<file path="src/rtl/pipeline_hazard_controller_if.sv">
// ============================================================================
// Module   : pipeline_hazard_controller_if
// Purpose  : Hazard-controller signal bundle. The pipeline side drives the
//            hazard inputs and the controller drives the stage enable/flush
//            controls. The counter signals exist only with PERF_COUNTERS_EN.
// Revision : 1.0 - initial release
// ============================================================================
`default_nettype none

interface pipeline_hazard_controller_if
`ifdef PERF_COUNTERS_EN
    #(parameter int CNT_WIDTH = 32)
`endif
    ;
    logic       i_IDEX_memRead;
    logic [4:0] i_IDEX_Rt_5;
    logic [4:0] i_IFID_Rs_5;
    logic [4:0] i_IFID_Rt_5;
    logic       i_IFID_usesRt;
    logic       i_branchTaken;
    logic       i_jump;
    logic       i_jumpRegister;
    logic       i_memReq;
    logic       i_memReady;

    logic       o_PC_enable;
    logic       o_IFID_enable;
    logic       o_IFID_flush;
    logic       o_IDEX_enable;
    logic       o_IDEX_flush;
    logic       o_EXMEM_enable;
    logic       o_EXMEM_flush;
    logic       o_MEMWB_flush;
    logic       o_memTimeout;
    logic [1:0] o_state_2;
`ifdef PERF_COUNTERS_EN
    logic [CNT_WIDTH-1:0] o_stallCount;
    logic [CNT_WIDTH-1:0] o_flushCount;
    logic [CNT_WIDTH-1:0] o_waitCount;
`endif

    modport master (
        output i_IDEX_memRead, i_IDEX_Rt_5, i_IFID_Rs_5, i_IFID_Rt_5, i_IFID_usesRt,
               i_branchTaken, i_jump, i_jumpRegister, i_memReq, i_memReady,
        input  o_PC_enable, o_IFID_enable, o_IFID_flush, o_IDEX_enable, o_IDEX_flush,
               o_EXMEM_enable, o_EXMEM_flush, o_MEMWB_flush, o_memTimeout, o_state_2
`ifdef PERF_COUNTERS_EN
        , input o_stallCount, o_flushCount, o_waitCount
`endif
    );

    modport slave (
        input  i_IDEX_memRead, i_IDEX_Rt_5, i_IFID_Rs_5, i_IFID_Rt_5, i_IFID_usesRt,
               i_branchTaken, i_jump, i_jumpRegister, i_memReq, i_memReady,
        output o_PC_enable, o_IFID_enable, o_IFID_flush, o_IDEX_enable, o_IDEX_flush,
               o_EXMEM_enable, o_EXMEM_flush, o_MEMWB_flush, o_memTimeout, o_state_2
`ifdef PERF_COUNTERS_EN
        , output o_stallCount, o_flushCount, o_waitCount
`endif
    );
endinterface

`default_nettype wire

</file>
<file path="src/rtl/pipeline_hazard_controller.sv">
// ============================================================================
// Module   : pipeline_hazard_controller
// Purpose  : 5-stage pipeline sequencer. It handles load-use stalls,
//            branch/jump flushes and data-memory waits with a timeout.
//            Optional macro PERF_COUNTERS_EN adds saturating event counters.
// Revision : 1.0 - initial release
// ============================================================================
`default_nettype none

module pipeline_hazard_controller #(
    parameter int MEM_WAIT_MAX = 16
`ifdef PERF_COUNTERS_EN
    , parameter int CNT_WIDTH  = 32
`endif
) (
    input  wire                          clk,
    input  wire                          reset,
    pipeline_hazard_controller_if.slave  bus
);

    localparam int c_WAIT_W = $clog2(MEM_WAIT_MAX + 1);
    localparam logic [c_WAIT_W-1:0] c_WAIT_MAX = c_WAIT_W'(MEM_WAIT_MAX);

    typedef enum logic [1:0] {
        S_RUN        = 2'd0,
        S_LOAD_STALL = 2'd1,
        S_FLUSH      = 2'd2,
        S_MEM_WAIT   = 2'd3
    } state_t;

    state_t                r_state;
    logic [c_WAIT_W-1:0]   r_waitCnt;

    state_t                w_nextState;
    logic [c_WAIT_W-1:0]   w_nextWaitCnt;
    logic                  w_loadUse;
    logic                  w_pcEn, w_ifidEn, w_ifidFl, w_idexEn, w_idexFl;
    logic                  w_exmemEn, w_exmemFl, w_memwbFl, w_timeout;
    logic                  w_stallEvt, w_flushEvt;

    // A load into $0 never produces a value a consumer could wait for.
    assign w_loadUse = bus.i_IDEX_memRead && (bus.i_IDEX_Rt_5 != 5'd0) &&
                       ((bus.i_IDEX_Rt_5 == bus.i_IFID_Rs_5) ||
                        (bus.i_IFID_usesRt && (bus.i_IDEX_Rt_5 == bus.i_IFID_Rt_5)));

    always_comb begin
        w_nextState   = S_RUN;
        w_nextWaitCnt = '0;
        w_pcEn        = 1'b1;
        w_ifidEn      = 1'b1;
        w_ifidFl      = 1'b0;
        w_idexEn      = 1'b1;
        w_idexFl      = 1'b0;
        w_exmemEn     = 1'b1;
        w_exmemFl     = 1'b0;
        w_memwbFl     = 1'b0;
        w_timeout     = 1'b0;
        w_stallEvt    = 1'b0;
        w_flushEvt    = 1'b0;

        if (r_state == S_MEM_WAIT) begin
            // Redirects are ignored here; they are re-evaluated once back in RUN.
            if (bus.i_memReady) begin
                w_nextState = S_RUN;
            end else if (r_waitCnt == c_WAIT_MAX) begin
                w_timeout   = 1'b1;
                w_exmemFl   = 1'b1;
            end else begin
                w_pcEn        = 1'b0;
                w_ifidEn      = 1'b0;
                w_idexEn      = 1'b0;
                w_exmemEn     = 1'b0;
                w_memwbFl     = 1'b1;
                w_nextState   = S_MEM_WAIT;
                w_nextWaitCnt = r_waitCnt + c_WAIT_W'(1);
            end
        end else if (bus.i_memReq && !bus.i_memReady) begin
            w_pcEn        = 1'b0;
            w_ifidEn      = 1'b0;
            w_idexEn      = 1'b0;
            w_exmemEn     = 1'b0;
            w_memwbFl     = 1'b1;
            w_nextState   = S_MEM_WAIT;
            w_nextWaitCnt = c_WAIT_W'(1);
        end else if (bus.i_branchTaken) begin
            w_ifidFl    = 1'b1;
            w_idexFl    = 1'b1;
            w_exmemFl   = 1'b1;
            w_flushEvt  = 1'b1;
            w_nextState = S_FLUSH;
        end else if (bus.i_jump || bus.i_jumpRegister) begin
            w_ifidFl    = 1'b1;
            w_idexFl    = 1'b1;
            w_flushEvt  = 1'b1;
            w_nextState = S_FLUSH;
        end else if ((r_state == S_RUN) && w_loadUse) begin
            // LOAD_STALL/FLUSH hold a bubble in ID/EX, so detection is masked there.
            w_pcEn      = 1'b0;
            w_ifidEn    = 1'b0;
            w_idexFl    = 1'b1;
            w_stallEvt  = 1'b1;
            w_nextState = S_LOAD_STALL;
        end
    end

    always_ff @(posedge clk or negedge reset) begin
        if (!reset) begin
            r_state   <= S_RUN;
            r_waitCnt <= '0;
        end else begin
            r_state   <= w_nextState;
            r_waitCnt <= w_nextWaitCnt;
        end
    end

    // Every control is forced low while reset is held.
    assign bus.o_PC_enable    = reset & w_pcEn;
    assign bus.o_IFID_enable  = reset & w_ifidEn;
    assign bus.o_IFID_flush   = reset & w_ifidFl;
    assign bus.o_IDEX_enable  = reset & w_idexEn;
    assign bus.o_IDEX_flush   = reset & w_idexFl;
    assign bus.o_EXMEM_enable = reset & w_exmemEn;
    assign bus.o_EXMEM_flush  = reset & w_exmemFl;
    assign bus.o_MEMWB_flush  = reset & w_memwbFl;
    assign bus.o_memTimeout   = reset & w_timeout;
    assign bus.o_state_2      = r_state;

`ifdef PERF_COUNTERS_EN
    logic [CNT_WIDTH-1:0] r_stallCount;
    logic [CNT_WIDTH-1:0] r_flushCount;
    logic [CNT_WIDTH-1:0] r_waitCount;

    always_ff @(posedge clk or negedge reset) begin
        if (!reset) begin
            r_stallCount <= '0;
            r_flushCount <= '0;
            r_waitCount  <= '0;
        end else begin
            if (w_stallEvt && (r_stallCount != '1))
                r_stallCount <= r_stallCount + CNT_WIDTH'(1);
            if (w_flushEvt && (r_flushCount != '1))
                r_flushCount <= r_flushCount + CNT_WIDTH'(1);
            if ((r_state == S_MEM_WAIT) && (r_waitCount != '1))
                r_waitCount  <= r_waitCount + CNT_WIDTH'(1);
        end
    end

    assign bus.o_stallCount = r_stallCount;
    assign bus.o_flushCount = r_flushCount;
    assign bus.o_waitCount  = r_waitCount;
`else
    logic w_unusedEvt;
    assign w_unusedEvt = w_stallEvt ^ w_flushEvt;
`endif

endmodule

`default_nettype wire

</file>
<file path="src/flat_wrapper.sv">
// flat-port wrapper written by rule: the top's interface ports become plain ports
module pipeline_hazard_controller_flat 
#(
    parameter int MEM_WAIT_MAX = 16

)
  (clk, reset, bus_i_IDEX_memRead, bus_i_IDEX_Rt_5, bus_i_IFID_Rs_5, bus_i_IFID_Rt_5, bus_i_IFID_usesRt, bus_i_branchTaken, bus_i_jump, bus_i_jumpRegister, bus_i_memReq, bus_i_memReady, bus_o_PC_enable, bus_o_IFID_enable, bus_o_IFID_flush, bus_o_IDEX_enable, bus_o_IDEX_flush, bus_o_EXMEM_enable, bus_o_EXMEM_flush, bus_o_MEMWB_flush, bus_o_memTimeout, bus_o_state_2);
  pipeline_hazard_controller_if bus_i ();
  input  wire clk;
  input  wire reset;
  input wire logic [$bits(bus_i.i_IDEX_memRead)-1:0] bus_i_IDEX_memRead;
  input wire logic [$bits(bus_i.i_IDEX_Rt_5)-1:0] bus_i_IDEX_Rt_5;
  input wire logic [$bits(bus_i.i_IFID_Rs_5)-1:0] bus_i_IFID_Rs_5;
  input wire logic [$bits(bus_i.i_IFID_Rt_5)-1:0] bus_i_IFID_Rt_5;
  input wire logic [$bits(bus_i.i_IFID_usesRt)-1:0] bus_i_IFID_usesRt;
  input wire logic [$bits(bus_i.i_branchTaken)-1:0] bus_i_branchTaken;
  input wire logic [$bits(bus_i.i_jump)-1:0] bus_i_jump;
  input wire logic [$bits(bus_i.i_jumpRegister)-1:0] bus_i_jumpRegister;
  input wire logic [$bits(bus_i.i_memReq)-1:0] bus_i_memReq;
  input wire logic [$bits(bus_i.i_memReady)-1:0] bus_i_memReady;
  output wire logic [$bits(bus_i.o_PC_enable)-1:0] bus_o_PC_enable;
  output wire logic [$bits(bus_i.o_IFID_enable)-1:0] bus_o_IFID_enable;
  output wire logic [$bits(bus_i.o_IFID_flush)-1:0] bus_o_IFID_flush;
  output wire logic [$bits(bus_i.o_IDEX_enable)-1:0] bus_o_IDEX_enable;
  output wire logic [$bits(bus_i.o_IDEX_flush)-1:0] bus_o_IDEX_flush;
  output wire logic [$bits(bus_i.o_EXMEM_enable)-1:0] bus_o_EXMEM_enable;
  output wire logic [$bits(bus_i.o_EXMEM_flush)-1:0] bus_o_EXMEM_flush;
  output wire logic [$bits(bus_i.o_MEMWB_flush)-1:0] bus_o_MEMWB_flush;
  output wire logic [$bits(bus_i.o_memTimeout)-1:0] bus_o_memTimeout;
  output wire logic [$bits(bus_i.o_state_2)-1:0] bus_o_state_2;
  assign bus_i.i_IDEX_memRead = bus_i_IDEX_memRead;
  assign bus_i.i_IDEX_Rt_5 = bus_i_IDEX_Rt_5;
  assign bus_i.i_IFID_Rs_5 = bus_i_IFID_Rs_5;
  assign bus_i.i_IFID_Rt_5 = bus_i_IFID_Rt_5;
  assign bus_i.i_IFID_usesRt = bus_i_IFID_usesRt;
  assign bus_i.i_branchTaken = bus_i_branchTaken;
  assign bus_i.i_jump = bus_i_jump;
  assign bus_i.i_jumpRegister = bus_i_jumpRegister;
  assign bus_i.i_memReq = bus_i_memReq;
  assign bus_i.i_memReady = bus_i_memReady;
  assign bus_o_PC_enable = bus_i.o_PC_enable;
  assign bus_o_IFID_enable = bus_i.o_IFID_enable;
  assign bus_o_IFID_flush = bus_i.o_IFID_flush;
  assign bus_o_IDEX_enable = bus_i.o_IDEX_enable;
  assign bus_o_IDEX_flush = bus_i.o_IDEX_flush;
  assign bus_o_EXMEM_enable = bus_i.o_EXMEM_enable;
  assign bus_o_EXMEM_flush = bus_i.o_EXMEM_flush;
  assign bus_o_MEMWB_flush = bus_i.o_MEMWB_flush;
  assign bus_o_memTimeout = bus_i.o_memTimeout;
  assign bus_o_state_2 = bus_i.o_state_2;
  pipeline_hazard_controller #(.MEM_WAIT_MAX(MEM_WAIT_MAX)) u_core (.clk(clk), .reset(reset), .bus(bus_i));
endmodule
</file>
<file path="config.mk">
export PLATFORM = sky130hd
export DESIGN_NAME = pipeline_hazard_controller_flat
export DESIGN_NICKNAME = d
export VERILOG_FILES = /design/src/rtl/pipeline_hazard_controller_if.sv /design/src/rtl/pipeline_hazard_controller.sv /design/src/flat_wrapper.sv
export SDC_FILE = /design/constraint.sdc
export NUM_CORES = 1
export LEC_CHECK = 0
export ABC_AREA = 1
export BUFFER_PORTS_ARGS = -buffer_cell sky130_fd_sc_hd__buf_2
export CAP_MARGIN = 20
export CORE_UTILIZATION = 45
export DETAILED_ROUTE_END_ITERATION = 16
export PLACE_DENSITY = 0.79
export SLEW_MARGIN = 10
export SYNTH_ARGS = -nofsm -noshare
export SYNTH_HDL_FRONTEND = slang
export SYNTH_SLANG_ARGS = --single-unit
</file>
<file path="constraint.sdc">
create_clock -name clk -period 2.13 [get_ports clk]
set_clock_uncertainty 0.15 [all_clocks]
set_input_delay 0.1065 -clock clk [delete_from_list [all_inputs] [get_ports clk]]
set_output_delay 0.1065 -clock clk [all_outputs]
set_load 0.05 [all_outputs]
</file>
## Word level (Yosys, flattened, before mapping)

Index checks and enable logic that the tools add are counted.

| word-level totals | value |
|---|---|
| bits of input ports | 24 |
| output and inout port bits | 11 |
| logic and storage cells | 62 |
| bits in registers | 7 |

| operators by class | value |
|---|---|
| add/subtract/negate cells | 1 |
| reduce and logical (&&, ||, !) cells | 10 |
| equal/unequal tests | 4 |
| muxes and demuxes | 38 |
| bitwise gates (word level) | 7 |

Operators by type and width:

| kind | number |
|---|---|
| 1-bit 2-to-1 mux | 29 |
| 5-bit 2-to-1 mux | 3 |
| 2-bit 2-to-1 mux | 6 |
| 5-bit == test | 2 |
| 1-bit bitwise AND | 7 |
| 5-bit by 1-bit adder with 5-bit output, second input constant | 1 |
| 5-bit == test, second input constant | 1 |
| 1-bit logical AND | 5 |
| 5-bit nonzero test | 1 |
| 2-bit == test, second input constant | 1 |
| 2-bit zero test | 1 |
| 1-bit logical OR | 2 |
| 1-bit zero test | 1 |

## Longest topological paths before layout

| logic depth | value |
|---|---|
| word-level depth | 11 |
| depth in mapped cells | 10 |
| depth with buffers taken out | 9 |

## Worst setup path before layout

OpenSTA, ideal clock, no wires.

| timing | value |
|---|---|
| kind | register to output |
| start | reg u_core.r_state[0], in the netlist u_core.bus.o_state_2[0] |
| end | out bus_o_EXMEM_flush |
| stages on the path, launching flop included | 4 |
| slack | -359 ps |
| path buffers | 0 |
| arrival time | 2233 ps |
| required time | 1874 ps |
| cell sequence | dfrtp_1 -> nand2_2 -> nor4_2 -> a21o_1 |

| between the ends | value |
|---|---|
| word-level cells in the longest chain between the ends | 3 |

RTL lines:

| element | line | text |
|---|---|---|
| start, declared | pipeline_hazard_controller.sv:31 | `state_t r_state;` |
| start signal, assigned | pipeline_hazard_controller.sv:111 | `r_state <= w_nextState;` |
| 2-bit == test | pipeline_hazard_controller.sv:61 | `if (r_state == S_MEM_WAIT) begin` |
| 1-bit 2-to-1 mux | pipeline_hazard_controller.sv:61 |  |
| 1-bit bitwise AND | pipeline_hazard_controller.sv:123 | `assign bus.o_EXMEM_flush = reset & w_exmemFl;` |
| end, declared | flat_wrapper.sv:27 | `output wire logic [$bits(bus_i.o_EXMEM_flush)-1:0] bus_o_EXMEM_flush;` |

Every way passes these cells.

## Worst setup path in the final report

| timing | value |
|---|---|
| start | reg u_core.r_waitCnt[0] |
| end | out bus_o_PC_enable |

| between the ends | value |
|---|---|
| word-level cells in the longest chain between the ends | 5 |

RTL lines:

| element | line | text |
|---|---|---|
| start, declared | pipeline_hazard_controller.sv:32 | `logic [c_WAIT_W-1:0] r_waitCnt;` |
| start signal, assigned | pipeline_hazard_controller.sv:112 | `r_waitCnt <= w_nextWaitCnt;` |
| 5-bit == test | pipeline_hazard_controller.sv:65 | `end else if (r_waitCnt == c_WAIT_MAX) begin` |
| 1-bit 2-to-1 mux | pipeline_hazard_controller.sv:65 |  |
| 1-bit 2-to-1 mux | pipeline_hazard_controller.sv:63 | `if (bus.i_memReady) begin` |
| 1-bit 2-to-1 mux | pipeline_hazard_controller.sv:61 |  |
| 1-bit bitwise AND | pipeline_hazard_controller.sv:117 | `assign bus.o_PC_enable = reset & w_pcEn;` |
| end, declared | flat_wrapper.sv:21 | `output wire logic [$bits(bus_i.o_PC_enable)-1:0] bus_o_PC_enable;` |

Every way passes these cells.

==> results.yml <==
clocking:
  clkLatencyLatePin_ns: 0.26
  root_buffer: "clkbuf_4"
  cts_tree: "done"
  cts_buffers: 3
  cts_sinks: 7
  post_cts_resized: 0
  ctsHoldBuffers: 1
  cts_setup_buffers: 0
  htree_levels: 1
  path_clk_slew_ns: 0.06
  clock_path_buffers: 2
critical_path:
  setup.worst_path.end_class: "primary output"
  required_ns: 1.87
  r2r_end: "u_core.bus.o_state_2[1]"
  startpoint_type: "register"
  r2r_slack_ns: 0.79
  crit_path_max_fanout: 5
  reg2regPathDepth: 7
  path_class: "register to primary output"
  arrival_ns: 1.70
  r2r-start: "u_core.r_waitCnt[0]"
placed_design:
  dpl.cell_count: 159
  dpl.hpwl_mm: 1.26
  place_area_um2: 873
  place.gp.congestion: 0.776
  io_buffers: 34
sta:
  rsz0062_at_grt: "no"
  setup-tns-final_ns: 0
  relSlewSlack_pct: 83.7
  finalMaxSlewViolations: 0
  period_needed_ns: 1.96
  tightest_slew_ns: 0.243
  setup_violations: 0
  fmax_ghz: 0.511
  finalCritPeriodShare_pct: 91.9
  hold_viol_final: 0
floorplan:
  core_region_area_um2: 1350
  initial_core_util_pct: 50.7
  row_count: 13
  die-area_um2: 1680
  ios: 35
  dieHeight_um: 41
  chipWidth_um: 41
routing:
  firstDrtPassIters: 4
  vias_per_cell: 4.62
  drt_wl_total_mm: 1.49
  wl_per_cell_um: 9.07
  antenna_left: 0
  initialDrtViolationCount: 26
  drc: 0
  vias: 757
synthesis:
  synth_cells: 112
  syn_area_um2: 684
  synth-seq-cells: 7
  yosysWarnings: 0
  syn_nets: 138
  ys_seq_area_share_pct: 25.6
  synth_area_per_cell_um2: 6.11
  synth.distinct_cells: 23
final_layout:
  drive_above_1_share_pct: 37.6
  fillCellCount: 127
  multi_input_area_um2: 402
  nets: 176
  post-route-cell-area_um2: 910
  syn_to_final_growth_pct: 32.9
  finalNonFillerCells: 164
  antenna_cells: 0
  area.sequential_um2: 178
min_path:
  hp-start: "bus_i_memReady"
  holdPathEnd: "u_core.r_waitCnt[1]"
  holdPathStages: 4
  hold_path_class: "input port to register"
global_route:
  antenna_found_initial: 0
  grt_pass1_vias: 647
  overflow: 0
  grt_util_all_layers_pct: 22.3
  grt_pass1_wl_mm: 2.43
  grt_max_degree: 10
power:
  power_density_nw_per_um2: 549
  leakage_nw: 0.565
  vdd_ir_drop_max_mv: 0.475
outcome:
  status: "complete, no violations"
flow_run:
  drv_cap: 0
-- placed cells by master (no fill, tap or decap), drive strengths merged --
cell / instances
clkinvlp: 1
inv: 26
xor2: 1
or2: 1
dfrtp: 7
buf: 34
dlygate4sd3: 1
a21o: 1
nand3: 9
nand4: 1
xnor2: 2
a21oi: 1
o21ai: 3
nor4: 1
clkbuf: 4
ha: 2
nand2: 34
nor2: 19
o21a: 1
-- area by class of cell --
cell class,count,share of cell area [%]
Clock buffer,4,2.89
Inverter,27,11.6
Multi-Input combinational cell,76,44.2
Sequential cell,7,19.5
Tap cell,15,2.06
Timing Repair Buffer,35,19.8
-- where the power goes --
part | leakage [nW] | switching [mW] | internal [mW] | total [mW]
Sequential | 0.0896 | 0.00798 | 0.143 | 0.151
Clock | 0.0150 | 0.0563 | 0.0720 | 0.128
Combinational | 0.460 | 0.156 | 0.0639 | 0.220
-- cell families (layout without fill, tap and decap cells) --
group                    after synthesis  in the layout  share of synthesized area, %
AND/OR/NAND/NOR                       65             65                          44.8
buffers and inverters                 29             66                          17.0
flip-flops                             7              7                          25.6
AO/OA/AOI/OAI                          6              6                          5.12
XOR/XNOR                               3              3                          3.84
adder cells (fa/ha/maj)                2              2                          3.66
-- state kept, by name, indices dropped and copies added (netlist names) --
register,flops
u_core.r_waitCnt,5
u_core.bus.o_state_2,2
-- synth_stat cells, drive strengths merged --
cell,instances,area [µm²]
nand3,9,55.1
xor2,1,8.76
nor2,19,81.3
ha,2,25.0
nand2,34,145
nor4,1,12.5
buf,2,15.0
a21o,1,7.51
o21ai,3,15.0
o21a,1,7.51
xnor2,2,17.5
inv,27,101
dfrtp,7,175
nand4,1,6.26
a21oi,1,5.00
or2,1,6.26
-- per-stage QoR --
step	utilization, %	worst slack (ns)	hold slack, ns	total power [mW]
after floorplan	-	0.0717	-0.339	0.315
after CTS	67.4	0.153	0.00169	0.502
after global placement	64.7	0.506	-0.193	0.368
after global routing	67.4	0.0602	0.00584	0.535
after detailed placement	64.7	0.453	-0.191	0.372
final	67.4	0.172	0.00481	0.499
-- worst max path at each step --
stage	start	end	slack, ns	cells past startpoint
after floorplan	u_core.bus.o_state_2[0]	bus_o_PC_enable	0.07	9
after global placement	u_core.r_waitCnt[0]	bus_o_PC_enable	0.51	9
after detailed placement	u_core.r_waitCnt[0]	bus_o_PC_enable	0.45	9
after CTS	u_core.r_waitCnt[0]	bus_o_PC_enable	0.15	9
after global routing	u_core.r_waitCnt[0]	bus_o_PC_enable	0.06	9
final	u_core.r_waitCnt[0]	bus_o_PC_enable	0.17	9
-- layer usage --
layer  part of all wire, %  global-route usage [%]
met1                    46                    26.4
met2                    46                    37.9
met3                   7.9                    8.15
met4                  0.67                    5.00
met5                     0                       0
-- worst max-delay path, stage by stage (launching register included) --
cell        delay (ns)
dfrtp_1           0.40
inv_1             0.07
ha_1              0.16
nand3_2           0.13
nand2_4           0.12
nand2_4           0.06
nor2_4            0.09
nand2_1           0.09
clkinvlp_4        0.07
buf_2             0.25
Power figures use the tool's default switching activity.
